**src/rtl/alu_muldiv_seq_pkg.sv**
```systemverilog
// Shared ALU definitions: datapath width and the one-hot opcode constants
// that the ALU, the decoder and the mul/div sequencer all agree on.
package alu_muldiv_seq_pkg;

    localparam int DATA_WIDTH = 32;
    localparam int ALUOP_W    = 16;

    localparam logic [ALUOP_W-1:0] ALUOP_NONE = 16'h0000;
    localparam logic [ALUOP_W-1:0] ALUOP_AND  = 16'h0001;
    localparam logic [ALUOP_W-1:0] ALUOP_OR   = 16'h0002;
    localparam logic [ALUOP_W-1:0] ALUOP_ADD  = 16'h0004;
    localparam logic [ALUOP_W-1:0] ALUOP_SUB  = 16'h0008;

endpackage

```
**src/rtl/alu_muldiv_seq.sv**
```systemverilog
// Iterative MULTU/DIVU sequencer. Borrows the shared EX-stage ALU for 32 cycles
// per operation and returns {hi,lo} to the HI/LO file over a valid/ready pair.
module alu_muldiv_seq
    import alu_muldiv_seq_pkg::*;
(
    input  logic                  clk,
    input  logic                  rst,
    input  logic                  req_valid,
    output logic                  req_ready,
    input  logic                  req_div,
    input  logic [DATA_WIDTH-1:0] req_a,
    input  logic [DATA_WIDTH-1:0] req_b,
    input  logic                  cancel,
    output logic                  resp_valid,
    input  logic                  resp_ready,
    output logic [DATA_WIDTH-1:0] resp_hi,
    output logic [DATA_WIDTH-1:0] resp_lo,
    output logic                  alu_own,
    output logic [DATA_WIDTH-1:0] alu_A,
    output logic [DATA_WIDTH-1:0] alu_B,
    output logic [ALUOP_W-1:0]    alu_op,
    input  logic [DATA_WIDTH-1:0] alu_result,
    input  logic                  alu_carryout
);

    typedef enum logic [2:0] {
        S_IDLE = 3'b001,
        S_RUN  = 3'b010,
        S_DONE = 3'b100
    } state_t;

    state_t                  state, state_nx;
    logic [4:0]              cnt;
    logic [DATA_WIDTH-1:0]   hi, lo, opb;
    logic                    is_div;
    logic [DATA_WIDTH-1:0]   div_s;
    logic                    qbit;
    logic [DATA_WIDTH-1:0]   step_hi, step_lo;
    logic                    accept;

    assign accept = (state == S_IDLE) && req_valid && !cancel;

    always_comb begin
        state_nx = state;
        case (state)
            S_IDLE: if (accept) state_nx = S_RUN;
            S_RUN: begin
                if (cancel)            state_nx = S_IDLE;
                else if (cnt == 5'd31) state_nx = S_DONE;
            end
            S_DONE: if (cancel || resp_ready) state_nx = S_IDLE;
            default: state_nx = S_IDLE;
        endcase
    end

    // Operand mux and one shift-add / shift-subtract step. Divide works on the
    // {r,q} pair shifted left; a set r msb means the 33-bit remainder exceeds any divisor.
    always_comb begin
        alu_A   = '0;
        alu_B   = '0;
        alu_op  = ALUOP_NONE;
        div_s   = {hi[DATA_WIDTH-2:0], lo[DATA_WIDTH-1]};
        qbit    = hi[DATA_WIDTH-1] | ~alu_carryout;
        step_hi = hi;
        step_lo = lo;
        if (state == S_RUN) begin
            if (is_div) begin
                alu_A   = div_s;
                alu_B   = opb;
                alu_op  = ALUOP_SUB;
                step_hi = qbit ? alu_result : div_s;
                step_lo = {lo[DATA_WIDTH-2:0], qbit};
            end else begin
                alu_A   = hi;
                alu_B   = lo[0] ? opb : '0;
                alu_op  = ALUOP_ADD;
                step_hi = {alu_carryout, alu_result[DATA_WIDTH-1:1]};
                step_lo = {alu_result[0], lo[DATA_WIDTH-1:1]};
            end
        end
    end

    always_ff @(posedge clk) begin
        if (rst) begin
            state  <= S_IDLE;
            cnt    <= '0;
            hi     <= '0;
            lo     <= '0;
            opb    <= '0;
            is_div <= 1'b0;
        end else begin
            state <= state_nx;
            if (accept) begin
                cnt    <= '0;
                is_div <= req_div;
                hi     <= '0;
                lo     <= req_div ? req_a : req_b;
                opb    <= req_div ? req_b : req_a;
            end else if (state == S_RUN && !cancel) begin
                cnt <= cnt + 5'd1;
                hi  <= step_hi;
                lo  <= step_lo;
            end
        end
    end

    assign req_ready  = (state == S_IDLE);
    assign resp_valid = (state == S_DONE);
    assign alu_own    = (state == S_RUN);
    assign resp_hi    = hi;
    assign resp_lo    = lo;

endmodule
```
**config.mk**
```make
export PLATFORM = sky130hd
export DESIGN_NAME = alu_muldiv_seq
export DESIGN_NICKNAME = d
export VERILOG_FILES = /design/src/rtl/alu_muldiv_seq_pkg.sv /design/src/rtl/alu_muldiv_seq.sv
export SDC_FILE = /design/constraint.sdc
export NUM_CORES = 1
export LEC_CHECK = 0
export CORE_UTILIZATION = 49
export CTS_CLUSTER_SIZE = 40
export DETAILED_ROUTE_END_ITERATION = 6
export GPL_TIMING_DRIVEN = 0
export PLACE_DENSITY = 0.87
export RECOVER_POWER = 50
export SYNTH_ARGS = -nofsm -noshare
export SYNTH_HDL_FRONTEND = slang
export SYNTH_SLANG_ARGS = --single-unit
```
**constraint.sdc**
```tcl
create_clock -name clk -period 3.35 [get_ports clk]
set_input_delay 0.335 -clock clk [delete_from_list [all_inputs] [get_ports clk]]
set_output_delay 0.335 -clock clk [all_outputs]
set_load 0.005 [all_outputs]
```
Word-level counts from Yosys, hierarchy flattened
Cells that the tools add are included.
Word-level totals
  register bits after elaboration: 105
  bits in latches: 0
  RAM bits: 0
  bits in read-only memories: 0
  output and inout bits: 147
  word-level logic and storage cells: 47
  memories kept: 0
Operators by class
  add/subtract/negate cells: 1
  multiply operators: 0
  divide/modulo/power cells: 0
  $lt $le $gt $ge: 0
  equal/unequal tests: 7
  shift-type cells: 0
  mux-type cells: 20
  bitwise gates (word level): 2
  reduce and logical (&&, ||, !) cells: 11
Operators with widths (count)
  $mux W32: 13
  $mux W3: 4
  $pmux W3 S3: 1
  $mux W4: 2
  $add A5 B1 Y5 const B: 1
  $eq A5 B5 Y1 const B: 1
  $ne A2 B1 Y1 const B: 2
  $reduce_and A2 Y1: 2
  $reduce_bool A2 Y1: 2
  $eq A3 B1 Y1 const B: 1
  $eq A3 B2 Y1 const B: 1
  $eq A3 B3 Y1 const B: 1
  $logic_and A1 B1 Y1: 3
  $ne A3 B2 Y1 const B: 1
  $reduce_and A3 Y1: 1
  $reduce_or A2 Y1: 1
  $logic_not A1 Y1: 1
  $logic_or A1 B1 Y1: 1
  $not A1 Y1: 1
  $or A1 B1 Y1: 1

Logic depth before layout (Yosys ltp)
Gate-level depths: netlist (run 1).
  depth after elaboration: 6
  mapped depth: 7

Worst setup path before layout (run 1)
Ideal clock, no wire load.
  kind: flip-flop to output port
  start point: register state[2]
  end point: output alu_B[10]
  arrival: 1.556 ns
  required time: 3.015 ns
  setup slack: 1.459 ns
  cell stages (with the launch flop): 7
  cells stage by stage: dfxtp_1 buf_2 or3b_2 buf_2 nor2_2 clkbuf_1 and2_1
On the way
  word-level cells in the longest chain between the ends: 2
Ends and longest elaborated chain
  from (decl): RTL line alu_muldiv_seq.sv:32  | state_t state, state_nx;
  from (signal assigned): RTL line alu_muldiv_seq.sv:92  | state <= state_nx;
  $eq A3 B2 Y1: RTL line alu_muldiv_seq.sv:66  | if (state == S_RUN) begin
  $mux W32: RTL line alu_muldiv_seq.sv:66
  to (decl): RTL line alu_muldiv_seq.sv:20  | output logic [DATA_WIDTH-1:0] alu_B,
Every way passes these cells.

Worst setup path in the final report (run 1)
  start point: register state[2]
  end point: output alu_B[20]
Same word-level chain as after synthesis.

==> results.md, run 1 <==
* Hold Path Class: flop to flop
* RSZ-0062 raised after global routing: no
* Async set-or-reset flop fraction in the synthesized netlist at 0
* R2R setup slack at 0.42 ns
* H-tree depth at 3
* Worst path required time at 3.01 ns
* Root Driver: clkbuf_16
* Crit Reg-Reg Startpoint: state[2]$_SDFFE_PP0P_
* Number of global-route vias before repair at just under 7k
* Setup violations, final at 0
* Multi-input gate area at 4130 sq um
* CP Max Fanout at 10
* Routed len/inst at 19.6 um
* Max-slew violation count at 0
* CTS tree: done
* Setup TNS at 0 ns
* HP Start: cnt[4]$_SDFFE_PP0P_
* Least-Margin Pin Slew at 1.11 ns
* Main synth FF type: dfxtp_1
* Boundary pin count at between 200 and 300
* Clk sinks at 105
* Synth-to-Final Area Change at 43.6%
* HPWL after detailed placement at 17800 um
* Rows at 42
* CTS buffer count at 9
* Die Area at roughly 14000 sq um
* Top area cells in the synthesized netlist: dfxtp_1 31%, mux2i_1 19%, a21oi_1 5.2%, o32a_1 4.6%, or3b_2 4.4%
* Most used cell, CP: buf_2
* Drt drc at 0
* Final worst-path cycle share at 0.963
* Clock transition at the registers of the reported paths at 0.08 ns
* Max-Cap Viols at 0
* Post-synth EDFFs at 0
* Cells after Synth at 779
* Yosys warns at 0
* CP startpoint kind: flop
* Antenna-violating nets left at 0
* Min cycle time layout at 3.23 ns
* Routed wire length at 23900 um
* Sequential Area at 2100 sq um
* Global-route wire length before repair at 37600 um
* WHS Path Cells at 2
* Post-CTS Setup Bufs at 0
* Most frequent cells in the layout: 168 x clkdlybuf4s50_1, 126 x mux2i_1, 105 x dfxtp_1
* Ant diodes at 0
* Commonest non-fill, non-tap cell in the layout: clkdlybuf4s50_1
* Final Hold Vio Count at 0
* Final net count at 1142
* Synthesized area at 6730 sq um
* Final GP Congestion at between 0.9 and 1
* GRT Util Overall at 0.330
* Final clock skew at ~0.0094 ns
* Worst Path Buf+Inv at 4
* Vias per cell at 6.14
* Worst-case clock buffer depth at 2
* R2R cell count at 7
* Initial antenna violation count at 0
* Peak VDD IR at 0.283 mV
* Drt first-iter violations at 829
* Power per cell area at approximately 350 nW/um^2
* Max Freq at 0.310 GHz
* CTS Hold Bufs at 0
* Fillers at 982
* Worst Setup End Kind: primary output
* P_leak at about 3.4 nW
* CTS resizes at 0
* Critical path cell sequence: buf_2 > or3b_2 > buf_2 > nor2_2 > clkbuf_1 > and2_1 > clkdlybuf4s50_1
* Routed vias at 7483
* Gr ovfl total at 0
* Status: finished clean
* Largest net degree at the start of global routing at 18
* Total power at 3.35 mW
* Worst EP arrival at around 2.9 ns
* Post-synth top area share at 0.313
* Worst Hold End: cnt[4]$_SDFFE_PP0P_
* Initial Util at 0.506
* Detailed Routing Iterations Pass 1 at 7
* Leading area contributor after synthesis: dfxtp_1
* Kind of cell adding the most delay to the critical path: buffers and inverters
* Synth cell types at approximately 40
* Syn avg cell area at approximately 8.6 sq um
* Core ar. at approximately 13000 sq um
* Synthesis-stage register bit count at roughly 110
* Seq/Total Area, Yosys at 0.313
* Fraction of layout cells with a size suffix above 1 at 0.0950
* FF-to-FF End: resp_hi[16]$_SDFFE_PP0P_
* Crit path kind: flop to primary output
* Slowest stage delay, CP at 0.51 ns
* Slew Limit Headroom at 0.253
* PortBufs at 234
* Crit path max-delay cell type: clkdlybuf4s50_1
* Die height at between 100 and 150 um
* Worst skew pair latency at around 0.35 ns
* Die W at approximately 120 um
==> power by group <==
group	internal (mW)	switching [mW]	total, mW	leakage (nW)
Sequential	1.31	0.0546	1.37	0.855
Clock	0.755	0.503	1.26	0.165
Combinational	0.344	0.386	0.730	2.40
==> flip-flops by register name, summed over array words and instances, names as in the netlist <==
register  flops
opb          32
resp_hi      32
resp_lo      32
cnt           5
state         3
is_div        1
==> Yosys cell counts, types with 3 or more instances <==
cell and n:
o21ai_0 3, buf_1 4, o2111ai_1 32, buf_4 15, mux2i_1 126, a211oi_1 32
and2_1 32, clkbuf_1 53, nor2_1 38, o211ai_1 32, nand3_1 35, dfxtp_1 105
o32a_1 31, a31oi_1 33, a21oi_1 70, or3b_2 34, nand2b_1 3, nand2_1 37
inv_1 4, buf_2 33
==> worst min-delay path, stage by stage (launching register included) <==
cell	delay [ns]
dfxtp_1	0.32
nand2_1	0.05
a21oi_1	0.05
==> routing by layer <==
metal / up-vias / part of all wire / track usage
li1: 3439 / - / -
met1: 3543 / 0.41 / 0.434
met2: 452 / 0.47 / 0.542
met3: 49 / 0.097 / 0.0651
met4: 0 / 0.025 / 0.0981
met5: - / 0 / 0
==> logic make-up after synthesis <==
logic type	Yosys count	share of synthesized area
DFF	105	0.313
and+or+nand+nor	193	0.161
buffers and inverters	112	0.0792
muxes	127	0.189
xor gates and xnor gates	1	0.00130
adders and majority gates	2	0.00372
other	1	0.000558
AOI/OAI and AO/OA	238	0.252
==> worst max-delay path by stage <==
stage,startpoint,cells after the start,to,slack (ns)
after floorplan,state[2]$_SDFFE_PP0P_,6,alu_B[10],1.46
after global placement,state[2]$_SDFFE_PP0P_,7,alu_B[20],0.58
after detailed placement,state[2]$_SDFFE_PP0P_,7,alu_B[20],0.55
after CTS,state[2]$_SDFFE_PP0P_,7,alu_B[20],0.15
after global routing,state[2]$_SDFFE_PP0P_,7,alu_B[20],0.05
final,state[2]$_SDFFE_PP0P_,7,alu_B[20],0.12
==> metrics by stage <==
step           hold WS, ns  utilization  cells  instance area, sq um  worst slack (ns)
3_5_place_dp         0.459        0.702   1202                  9340             0.554
2_1_floorplan        0.411            -    792                  6780              1.46
5_1_grt              0.476        0.727   1218                  9660            0.0467
6_report             0.467        0.727   1218                  9660             0.125
3_3_place_gp         0.450        0.702   1202                  9340             0.575
4_1_cts              0.467        0.729   1218                  9690             0.154
==> cell type report <==
class,count,area share
repair buffers,234,0.242
well taps,176,0.0228
clock buffers,10,0.0247
inverters,5,0.00194
clock inverters,6,0.0118
plain buffers,107,0.0514
multi-input cells,575,0.427
flip-flops and latches,105,0.218
No activity file was read; power rests on OpenSTA's default activity.
==> run 2: changes to the inputs <==
SETUP_SLACK_MARGIN = 0.4   (was default)
==> run 2 against run 1 <==
Against the previous run: sequential power about the same; highest routed layer unchanged; die area unchanged; flip-flop and latch count unchanged; combinational power up 0.5%; clock power about the same; design area up 0.22%; register-to-register slack better by 0.05 ns; sequential share of layout area about the same; critical path type unchanged; worst hold slack about the same; cell count unchanged.
==> results.md, run 2 (synthesis results as in run 1) <==
* Largest net degree at the start of global routing at 18
* Sequential share of power at 0.407
* Crit path kind: flop to primary output
* Core ar. at 13300 sq um
* Commonest non-fill, non-tap cell in the layout: clkdlybuf4s50_1
* Root Driver: clkbuf_16
* Power per cell area at about 350 nW/um^2
* CP Max Fanout at 10
* HPWL after detailed placement at 17800 um
* Most frequent cells in the layout: 169 x clkdlybuf4s50_1, 126 x mux2i_1, 105 x dfxtp_1
* Ant diodes at 0
* P_leak at between 3 and 4 nW
* Final net count at 1142
* Slew Limit Headroom at 0.238
* Final Hold Vio Count at 0
* H-tree depth at 3
* GRT Util Overall at 0.330
* Worst skew pair latency at approximately 0.35 ns
* Number of global-route vias before repair at 6936
* Rows at 42
* Fillers at 980
* Routed vias at 7499
* Drt drc at 0
* Initial antenna violation count at 0
* Final clock skew at 0.00832 ns
* Routed len/inst at 19.7 um
* Share of power burned in combinational logic at 0.219
* Detailed Routing Iterations Pass 1 at 5
* CTS tree: done
* Routed wire length at 24000 um
* Die height at 119 um
* Clk sinks at 105
* Least-Margin Pin Slew at 1.13 ns
* Psw at between 0.9 and 1 mW
* Max-Cap Viols at 0
* Worst path required time at 3.01 ns
* Die Area at 14200 sq um
* Antenna-violating nets left at 0
* Status: finished clean
* Post-route cell area at 9680 sq um
* Initial Util at 0.506
* Final GP Congestion at 0.928
* CP startpoint kind: flop
* Hold Path Class: flop to flop
* Clock transition at the registers of the reported paths at approximately 0.070 ns
* Fraction of layout cells with a size suffix above 1 at 0.0998
* Worst-case clock buffer depth at 2
* Final Util at 0.728
* Post-CTS Setup Bufs at 0
* Gr ovfl total at 0
* PortBufs at 234
* Post-Place Cells at 1202
* Peak VDD IR at 0.283 mV
* Non-Filler Instances at about 1.2k
* WHS at roughly 0.47 ns
* Worst Setup End Kind: primary output
* Max-slew violation count at 0
* Min cycle time layout at between 2 and 3 ns
* Worst EP arrival at ~2.6 ns
* Sw Share at 0.282
* Placement Cell Area at 9340 sq um
* Boundary pin count at 250
* CTS buffer count at 9
* Final worst-path cycle share at 0.882
* Internal power at 2.41 mW
* Setup violations, final at 0
* Die W at 119 um
* RSZ-0062 raised after global routing: yes
* Vias per cell at 6.16
* Drt first-iter violations at a little over 800
* Max Freq at roughly 0.34 GHz
* Setup TNS at 0 ns
* Clock power share at 0.375
* Synth-to-Final Area Change at 43.9%
* Global-route wire length before repair at 37600 um
run 2: path summary, 6_finish.rpt:
kind,startpoint,end,slack [ns],cells past startpoint
max,state[2]$_SDFFE_PP0P_,req_ready,0.40,6
min,cnt[4]$_SDFFE_PP0P_,cnt[4]$_SDFFE_PP0P_,0.47,2
max reg2reg,state[2]$_SDFFE_PP0P_,resp_hi[16]$_SDFFE_PP0P_,0.47,7
min reg2reg,cnt[4]$_SDFFE_PP0P_,cnt[4]$_SDFFE_PP0P_,0.47,2
run 2: metal layers:
metal	routed length, um	vias to the layer above	GRT usage	part of all wire
met5	0	-	0	0
met3	2470	53	0.0661	0.10
li1	-	3435	-	-
met2	11300	464	0.544	0.47
met1	9650	3547	0.434	0.40
met4	600	0	0.0997	0.025
run 2: layout make-up:
cell class / instances / area [sq um] / area share
buffer: 107 / 513 / 0.0530
clock buffer: 10 / 239 / 0.0247
clock inverter: 6 / 114 / 0.0118
inverter: 5 / 18.8 / 0.00194
multi-input combinational: 575 / 4130 / 0.427
sequential: 105 / 2100 / 0.217
tap: 176 / 220 / 0.0227
timing repair buffer: 234 / 2340 / 0.242
run 2: critical path, stage by stage, from the launching register on:
cell	delay (ns)
dfxtp_1	0.30
clkbuf_1	0.19
or3b_1	0.41
clkbuf_1	0.16
clkinv_1	0.18
clkbuf_1	0.43
clkdlybuf4s50_1	0.60
run 2: power by group through the flow:
stage	Combinational [mW]	Clock [mW]	Sequential (mW)
after global routing	0.779	1.31	1.37
after global placement	0.715	0	1.39
after CTS	0.737	1.25	1.36
after detailed placement	0.729	0	1.39
final	0.734	1.26	1.37
after floorplan	0.414	0	1.38
run 2: what timing repair did:
action / 4_1_cts / 5_1_grt
endpoints found under the setup margin: 30 / 17
endpoints found under the hold margin: 0 / 0
hold buffers: 0 / 0
resized for setup: 6 / 6
run 2: stage by stage:
stage	power [mW]	setup slack, ns
finish	3.36	0.395
global route	3.46	0.250
CTS	3.35	0.442
detailed placement	2.12	0.554
global placement	2.11	0.575
floorplan	1.79	1.46
==> run 3: changes to the inputs <==
--- a/config.mk
+++ b/config.mk
@@ -8,2 +8,3 @@
 export CORE_UTILIZATION = 49
+export CTS_CLUSTER_DIAMETER = 120
 export CTS_CLUSTER_SIZE = 40
--- a/constraint.sdc
+++ b/constraint.sdc
@@ -3,2 +3,2 @@
 set_output_delay 0.335 -clock clk [all_outputs]
-set_load 0.005 [all_outputs]
+set_load 0.1 [all_outputs]
==> run 3 against run 2 <==
Against the previous run: combinational power increased by 38%; worst hold slack lost 0.0016 ns; largest cell class unchanged; highest routed layer unchanged; critical endpoint is now resp_hi[18]$_SDFFE_PP0P_; largest power group unchanged; total power is 4.6% higher.
==> results.md, run 3 (synthesis results as in run 1) <==
* Setup TNS at 0 ns
* GRT Util Overall at 0.326
* Drt first-iter violations at 604
* Die Area at 14200 sq um
* Most used cell, CP: clkbuf_1
* Most frequent cells in the layout: 151 x clkdlybuf4s50_1, 126 x mux2i_1, 105 x dfxtp_1
* Worst path required time at between 3 and 4 ns
* Worst EP arrival at 3.18 ns
* Final net count at 1142
* Peak VDD IR at ~0.26 mV
* Final GP Congestion at 0.899
* Worst Setup End Kind: flop
* Worst skew pair latency at 0.35 ns
* Total power at 3.51 mW
* Post-Place Cells at 1202
* Global-route wire length before repair at roughly 37000 um
* Final worst-path cycle share at 0.886
* WHS Path Cells at 2
* Core ar. at 13300 sq um
* Final worst slack at 0.381 ns
* H-tree depth at 3
* Max-slew violation count at 0
* Root Driver: clkbuf_16
* Detailed Routing Iterations Pass 1 at 5
* Final Hold Vio Count at 0
* Die height at 119 um
* Fillers at 1004
* Worst-case clock buffer depth at 2
* Final Util at 0.722
* Least-Margin Pin Slew at 1.20 ns
* Clock transition at the registers of the reported paths at 0.07 ns
* Post-route cell area at just under 10000 sq um
* Max-Cap Viols at 0
* Critical path cell sequence: dlygate4sd3_1 > nand2b_1 > clkbuf_1 > o21ai_0 > clkbuf_1 > a31oi_1
* Post-CTS Setup Bufs at 0
* P_leak at 3.33 nW
* Status: finished clean
* Number of global-route vias before repair at between 7k and 8k
* CP startpoint kind: input pin
* Clk sinks at ~110
* Antenna-violating nets left at 0
* Placement Cell Area at approximately 9300 sq um
* WHS at 0.465 ns
* CP Max Fanout at 10
* Setup violations, final at 0
* Fraction of layout cells with a size suffix above 1 at 0.162
* Crit path max-delay cell type: o21ai_0
* PortBufs at between 200 and 250
* Power per cell area at 366 nW/um^2
* Initial Util at 0.506
* Routed len/inst at 19.4 um
* Synth-to-Final Area Change at 42.7%
* Die W at 119 um
* Vias per cell at 6.09
* Levels on crit path at 6
* Worst Path Buf+Inv at 3
* Largest net degree at the start of global routing at 16
* Routed vias at ~7.4k
* Boundary pin count at 250
* Gr ovfl total at 0
* CTS tree: done
* Ant diodes at 0
* Commonest non-fill, non-tap cell in the layout: clkdlybuf4s50_1
* Rows at 42
* Initial antenna violation count at 0
* Setup WS pre-CTS at -0.0747 ns
* CTS buffer count at 9
* Drt drc at 0
* RSZ-0062 raised after global routing: yes
* Slowest stage delay, CP at 1.01 ns
* HPWL after detailed placement at between 15000 and 20000 um
* R2R cell count at 7
* Kind of cell adding the most delay to the critical path: buffers and inverters
* Non-Filler Instances at 1217
* Slew Limit Headroom at 0.189
* Max Freq at between 0.3 and 0.4 GHz
* Final clock skew at 0.00673 ns
* Routed wire length at 23600 um
* Min cycle time layout at 2.97 ns
* Hold Path Class: flop to flop
* Crit path kind: input pin to flop
* CTS Hold Bufs at 0
-- run 3: cell types whose count changed in the layout (fill, tap and decap cells not counted), sizes merged, moves of 2 or more --
cell	previous run	this run
clkdlybuf4s18	0	3
clkinvlp	2	0
clkdlybuf4s50	169	151
clkdlybuf4s15	0	35
clkbuf	67	73
dlygate4sd3	65	15
buf	50	76
-- run 3: area by class of cell --
class / instances / area, sq um / area share
Sequential cell: 105 / 2100 / 0.219
Clock inverter: 3 / 65.1 / 0.00678
Inverter: 5 / 18.8 / 0.00195
Multi-Input combinational cell: 575 / 4130 / 0.430
Buffer: 107 / 508 / 0.0529
Timing Repair Buffer: 234 / 2310 / 0.241
Tap cell: 176 / 220 / 0.0229
Clock buffer: 12 / 246 / 0.0257
-- run 3: final timing paths --
path,start,to,slack [ns]
max,cancel,resp_hi[18]$_SDFFE_PP0P_,0.38
min,cnt[4]$_SDFFE_PP0P_,cnt[4]$_SDFFE_PP0P_,0.46
max reg2reg,state[2]$_SDFFE_PP0P_,resp_hi[18]$_SDFFE_PP0P_,0.51
min reg2reg,cnt[4]$_SDFFE_PP0P_,cnt[4]$_SDFFE_PP0P_,0.46
-- run 3: report_power, final --
group	leakage (nW)	internal [mW]	switching, mW	total (mW)
sequential	0.855	1.31	0.0526	1.36
combinational	2.32	0.353	0.658	1.01
clock	0.153	0.671	0.465	1.14
total	3.33	2.34	1.18	3.51
-- run 3: metal layers --
layer | wire length (um) | up-vias | share of wire | track usage
met5 | 0 | - | 0 | 0
met3 | 2220 | 48 | 0.094 | 0.0637
met1 | 9840 | 3510 | 0.42 | 0.434
met4 | 597 | 0 | 0.025 | 0.112
met2 | 11000 | 409 | 0.46 | 0.523
li1 | - | 3440 | - | -
-- run 3: worst reg2reg max path, cell delays in order, from the launching register on --
cell,delay (ns)
dfxtp_1,0.30
buf_2,0.16
or3b_1,0.37
clkbuf_1,0.17
buf_6,0.18
o21ai_0,0.94
clkbuf_1,0.48
a31oi_1,0.10
-- run 3: timing repair --
action,CTS,global route
gates resized for setup,293,12
setup endpoints to repair,68,59
pin swaps,0,0
